==> config.mk <==
export PLATFORM = sky130hd
export DESIGN_NAME = muldiv_unit
export DESIGN_NICKNAME = d
export VERILOG_FILES = /design/src/rtl/muldiv_pkg.sv /design/src/rtl/muldiv_unit_div_step.sv /design/src/rtl/muldiv_unit.sv
export SDC_FILE = /design/constraint.sdc
export NUM_CORES = 1
export LEC_CHECK = 0
export CORE_ASPECT_RATIO = 0.6
export CORE_MARGIN = 2
export CORE_UTILIZATION = 28
export CTS_CLUSTER_DIAMETER = 30
export DETAILED_ROUTE_END_ITERATION = 10
export GPL_TIMING_DRIVEN = 0
export HOLD_SLACK_MARGIN = 0.08
export SLEW_MARGIN = 20
export SYNTH_ARGS = -nofsm -noshare
export SYNTH_HDL_FRONTEND = slang
export SYNTH_SLANG_ARGS = --single-unit
==> constraint.sdc <==
create_clock -name clk -period 7.88 [get_ports clk]
set_clock_uncertainty 0.2 [all_clocks]
set_input_delay 1.576 -clock clk [delete_from_list [all_inputs] [get_ports clk]]
set_output_delay 1.576 -clock clk [all_outputs]
set_load 0.005 [all_outputs]
==> src/rtl/muldiv_pkg.sv <==
// Shared encodings for the iterative multiply/divide unit: operation codes,
// FSM state type and small op-decoding helpers.
package muldiv_pkg;

    localparam logic [1:0] OP_MULT  = 2'd0;
    localparam logic [1:0] OP_MULTU = 2'd1;
    localparam logic [1:0] OP_DIV   = 2'd2;
    localparam logic [1:0] OP_DIVU  = 2'd3;

    typedef enum logic [1:0] {
        IDLE = 2'd0,
        CALC = 2'd1,
        DONE = 2'd2
    } state_t;

    function automatic logic is_div_op(input logic [1:0] op);
        return op[1];
    endfunction

    // Even codes are the signed flavours of each operation.
    function automatic logic is_signed_op(input logic [1:0] op);
        return ~op[0];
    endfunction

endpackage

==> src/rtl/muldiv_unit_div_step.sv <==
// One restoring-division iteration: shift the next dividend bit into the
// partial remainder, trial-subtract the divisor and keep or restore.
module div_step #(
    parameter int WIDTH = 32
) (
    input  logic [WIDTH-1:0] rem_in,
    input  logic [WIDTH-1:0] quo_in,
    input  logic [WIDTH-1:0] divisor,
    output logic [WIDTH-1:0] rem_out,
    output logic [WIDTH-1:0] quo_out
);

    logic [WIDTH:0] shifted;
    logic [WIDTH:0] diff;

    always_comb begin
        shifted = {rem_in, quo_in[WIDTH-1]};
        diff    = shifted - {1'b0, divisor};
        // rem_in < divisor, so diff lies in [-divisor, divisor-1]: the top bit is the borrow.
        if (diff[WIDTH]) begin
            rem_out = shifted[WIDTH-1:0];
            quo_out = {quo_in[WIDTH-2:0], 1'b0};
        end else begin
            rem_out = diff[WIDTH-1:0];
            quo_out = {quo_in[WIDTH-2:0], 1'b1};
        end
    end

endmodule

==> src/rtl/muldiv_unit.sv <==
// Iterative signed/unsigned multiply and divide feeding the CPU High/Low
// registers; one result bit per cycle on unsigned magnitudes, sign fixed at the end.
module muldiv_unit
    import muldiv_pkg::*;
#(
    parameter int WIDTH = 32,
    parameter int CNT_W = $clog2(WIDTH) + 1
) (
    input  logic             clk,
    input  logic             reset,
    input  logic             start,
    input  logic [1:0]       op,
    input  logic [WIDTH-1:0] a,
    input  logic [WIDTH-1:0] b,
    output logic             busy,
    output logic             done,
    output logic             div_zero,
    output logic [WIDTH-1:0] hi,
    output logic [WIDTH-1:0] lo,
    output logic [1:0]       state_dbg
);

    state_t state, state_next;

    logic [1:0]       op_r;
    logic [WIDTH-1:0] opnd_b;
    logic [WIDTH-1:0] work_hi;
    logic [WIDTH-1:0] work_lo;
    logic [CNT_W-1:0] cnt;
    logic             res_neg;
    logic             rem_neg;
    logic             dz_r;
    logic [WIDTH-1:0] hi_r;
    logic [WIDTH-1:0] lo_r;

    logic             a_neg, b_neg;
    logic [WIDTH-1:0] abs_a, abs_b;
    logic             in_div_zero;
    logic             last_step;

    logic [WIDTH:0]     add_sum;
    logic [2*WIDTH-1:0] prod_nxt;
    logic [2*WIDTH-1:0] prod_fin;
    logic [WIDTH-1:0]   div_rem, div_quo;
    logic [WIDTH-1:0]   rem_fin, quo_fin;

    // Operand conditioning at acceptance time.
    always_comb begin
        a_neg       = is_signed_op(op) & a[WIDTH-1];
        b_neg       = is_signed_op(op) & b[WIDTH-1];
        abs_a       = a_neg ? (~a + 1'b1) : a;
        abs_b       = b_neg ? (~b + 1'b1) : b;
        in_div_zero = is_div_op(op) & (b == '0);
    end

    assign last_step = (cnt == CNT_W'(1));

    // Multiply: {work_hi, work_lo} is the product register, work_lo starts as the multiplier.
    assign add_sum  = work_lo[0] ? ({1'b0, work_hi} + {1'b0, opnd_b}) : {1'b0, work_hi};
    assign prod_nxt = {add_sum, work_lo[WIDTH-1:1]};
    assign prod_fin = res_neg ? (~prod_nxt + 1'b1) : prod_nxt;

    // Divide: work_hi is the partial remainder, work_lo the dividend/quotient shift register.
    div_step #(.WIDTH(WIDTH)) u_div_step (
        .rem_in  (work_hi),
        .quo_in  (work_lo),
        .divisor (opnd_b),
        .rem_out (div_rem),
        .quo_out (div_quo)
    );

    assign quo_fin = res_neg ? (~div_quo + 1'b1) : div_quo;
    assign rem_fin = rem_neg ? (~div_rem + 1'b1) : div_rem;

    always_ff @(posedge clk or posedge reset) begin
        if (reset) begin
            state <= IDLE;
        end else begin
            state <= state_next;
        end
    end

    always_comb begin
        state_next = state;
        case (state)
            IDLE: begin
                if (start) begin
                    state_next = in_div_zero ? DONE : CALC;
                end
            end
            CALC: begin
                if (last_step) begin
                    state_next = DONE;
                end
            end
            DONE:    state_next = IDLE;
            default: state_next = IDLE;
        endcase
    end

    always_ff @(posedge clk or posedge reset) begin
        if (reset) begin
            op_r    <= '0;
            opnd_b  <= '0;
            work_hi <= '0;
            work_lo <= '0;
            cnt     <= '0;
            res_neg <= 1'b0;
            rem_neg <= 1'b0;
            dz_r    <= 1'b0;
            hi_r    <= '0;
            lo_r    <= '0;
        end else begin
            case (state)
                IDLE: begin
                    if (start) begin
                        op_r    <= op;
                        opnd_b  <= abs_b;
                        work_hi <= '0;
                        work_lo <= abs_a;
                        cnt     <= CNT_W'(WIDTH);
                        res_neg <= a_neg ^ b_neg;
                        rem_neg <= a_neg;
                        dz_r    <= in_div_zero;
                    end
                end
                CALC: begin
                    cnt <= cnt - 1'b1;
                    if (is_div_op(op_r)) begin
                        work_hi <= div_rem;
                        work_lo <= div_quo;
                    end else begin
                        {work_hi, work_lo} <= prod_nxt;
                    end
                    if (last_step) begin
                        if (is_div_op(op_r)) begin
                            hi_r <= rem_fin;
                            lo_r <= quo_fin;
                        end else begin
                            {hi_r, lo_r} <= prod_fin;
                        end
                    end
                end
                default: ;
            endcase
        end
    end

    assign busy      = (state != IDLE);
    assign done      = (state == DONE);
    assign div_zero  = (state == DONE) & dz_r;
    assign hi        = hi_r;
    assign lo        = lo_r;
    assign state_dbg = state;

endmodule

==> out/results.ini, run 1 <==
[hold_path]
whs_endpoint = lo[18]
min_path_cells = 2
hp-start = lo[18]
hold_path_class = flop to flop

[clock_network]
cts-htree-levels = 4
numCtsBuffers = 17
path_clk_slew_ps = 70
clk_latency_ps = 470
cts_tree = yes
clock_path_buffers = 2
clock_sinks = 172
cts_hold_buf = 0
cts_root_buffer = clkbuf_16

[setup_path]
path_cells = ha_1 > clkbuf_1 > nand2_1 > o21ai_1 > a221oi_1 > o221ai_1 > nor3_4 > nor2_4 > inv_2 > buf_4 > buf_6 > mux2i_2 > ha_1 > inv_1 > or3_1 > nor2b_1 > a32oi_1 > or4_1 > clkbuf_1 > or3_1 > nor4_2 > o31ai_2 > a31oi_1
critPathBufInv = 6
end_kind = flop
start_kind = flop
crit_type = flop to flop
timing.rr.start = work_hi[22]
cp.depth = 23
slowest_delay_ps = 590
arrival_ps = 7670
path_max_fanout = 19
rr_endpoint = hi[28]
r2r_setup_slack_ps = 390
crit_required_ps = 8060
path_delay_family = simple AND/OR/NAND/NOR gates
cpMaxStageDelayCell = a221oi_1
reg2regPathDepth = 23

[global_route]
grt_pass1_vias = 16380
grt-ovfl-total = 0
grt_antenna_before_repair = 1
grt_max_degree = 94
groute.usage.overall = 0.2202
grt_pass1_wl_um = 104600

[sta]
final_hold_viol_count = 0
fin_tns_setup_ps = 0
timing.final.ws_setup_ps = 385.3
slew_headroom = 0.1796
rsz0062_at_grt = no
post-route-min-period_ps = 7495
max_freq_mhz = 133.4
hold_ws_ps = 281.0
period_share = 0.9511
worst_slew_pin_slew_ps = 1227
slew_viol_final = 0
finalSetupViolCount = 0

[finish]
n_antenna_cell = 0
area_growth_pct = 18.48
fillers = 6353
fin_nets = 2586
drive_above_1_share = 0.03829
multi_input_area_um2 = 11690
layout.area.seq_um2 = 4305
final_cells = 3236

[routing]
routed_wl_um = 69740
post_drt_wl_per_cell_um = 21.55
via_per_inst = 5.615
ant_nets = 0
drt_iter0_markers = 2522
drc_errors = 0
vias = 18170
drt_pass1_iterations = 6

[synthesis]
syn_inst = 2285
synth.most_common_cell = o21ai_0
synthTopCellsByCount = 281 x o21ai_0, 277 x nand2_1, 196 x a21oi_1
synthDistinctLibCells = 76
synth_nets = 2427
ys_ff_latch = 172
synth_area_um2 = 16850
synth_flop_cell = dfrtp_1
yosys_warnings = 0
synth-seq-area-share = 0.2554
synth_top_area_cell = dfrtp_1
synth_async_sr_flop_share = 1.000
synth.area.top_cells = dfrtp_1 26%, o21ai_0 8.3%, nand2_1 6.2%, a21oi_1 5.8%, xnor2_1 5.6%
synth_top_area_frac = 0.2554
synth-edff-count = 0
syn_area_per_cell_um2 = 7.375

[placement]
dp.cells = 3205
gp_congestion = 0.9631
dpl.hpwl_um = 56390
post-place-ws_ps = -1824
io_buffers = 137

[floorplan]
core_area_um2 = 59310
row_count = 69
die_w_um = 320.7
start_util = 0.2841
fp.dieArea_um2 = 62230
die_h_um = 194.0
io_pins = 138

[status]
outcome = completed

[job]
cap_violations = 0

[flip-flops by register name, summed over array words and instances, names as in the netlist]
register	cells
work_hi	32
hi	32
dz_r	1
lo	32
op_r	1
work_lo	32
res_neg	1
opnd_b	32
cnt	6
state_dbg	2
rem_neg	1
[area by class of cell]
type                       instances  area share
buffer                           164     0.03233
sequential                       172      0.2156
tap                              781     0.04894
clock buffer                      24     0.02413
inverter                          84     0.01617
timing repair buffer             143     0.07294
multi-input combinational       1862      0.5855
clock inverter                     6    0.004387
[through the flow]
stage,utilization,area (µm²)
after CTS,0.3354,19890
after global routing,0.3366,19970
final,0.3366,19970
after global placement,0.3237,19200
after detailed placement,0.3248,19260
after floorplan,-,16850
[kinds of logic after synthesis]
| group | after synthesis | synth area share |
|---|---|---|
| AO/OA/AOI/OAI | 758 | 0.2726 |
| XOR/XNOR | 204 | 0.1060 |
| adder cells (fa/ha/maj) | 73 | 0.05509 |
| buffers and inverters | 251 | 0.05650 |
| flip-flops | 172 | 0.2554 |
| multiplexers | 70 | 0.04254 |
| AND/OR/NAND/NOR | 757 | 0.2118 |
[cells in the final DEF (no fill, tap or decap), types with 9 or more instances in the layout]
cell type,synthesis,routed
a211oi_1,20,19
a21boi_0,9,9
a21o_1,26,26
a21oi_1,196,196
a31oi_1,24,24
and2_1,10,10
and3_1,14,14
buf_1,19,18
clkbuf_1,145,143
clkbuf_16,0,17
clkdlybuf4s50_1,0,137
dfrtp_1,172,171
ha_1,71,71
inv_1,83,81
mux2_2,13,13
mux2i_1,57,56
nand2_1,277,277
nand2b_1,23,23
nand3_1,74,73
nand4_1,23,23
nor2_1,169,168
nor2b_1,14,14
nor3_1,45,44
nor4_1,25,22
o211ai_1,43,43
o21a_1,15,14
o21ai_0,281,280
o31ai_1,37,34
o41ai_1,14,14
or3_1,31,31
or4_1,17,17
xnor2_1,108,108
xor2_1,96,96
[worst max path at each step]
stage | slack (ps) | start | endpoint
after detailed placement | -1820 | work_lo[31] | hi[28]
after global placement | -1890 | work_lo[31] | hi[28]
after floorplan | 1360 | work_lo[31] | hi[26]
final | 390 | work_hi[22] | hi[28]
after CTS | 2 | work_lo[31] | hi[28]
after global routing | 170 | work_lo[31] | hi[28]
[worst reg2reg max path, stage by stage (launching register included)]
cell	delay [ps]
dfrtp_1	470
ha_1	300
clkbuf_1	210
nand2_1	240
o21ai_1	180
a221oi_1	590
o221ai_1	400
nor3_4	430
nor2_4	160
inv_2	210
buf_4	330
buf_6	250
mux2i_2	310
ha_1	250
inv_1	70
or3_1	420
nor2b_1	200
a32oi_1	190
or4_1	550
clkbuf_1	220
or3_1	500
nor4_2	340
o31ai_2	150
a31oi_1	240
[layer usage]
layer | global-route usage | wire length (µm) | vias to the layer above
li1 | - | - | 8568
met3 | 0.09505 | 9618 | 40
met4 | 0.02730 | 581 | 2
met2 | 0.2781 | 25780 | 909
met5 | 0.009962 | 89 | -
met1 | 0.3407 | 33670 | 8651
[what timing repair did]
item                                    CTS  global route
endpoints found under the setup margin   23             9
gates resized for setup                  20            12
buffers inserted                          0             4
hold endpoints to repair                  0             0
pin swaps                                 2             4
gates cloned                              0             0
Power of run 1 is left out: the tool's default activity adds up to more than one toggle a clock period on the data nets, which glitch-free logic cannot reach.
==> inputs of run 2 (changes only) <==
- TNS_END_PERCENT: not set -> 30
==> results of run 2 <==
No change in the layout: final DEF, timing and power equal those of run 1.
Power of run 2 is left out for the same reason.
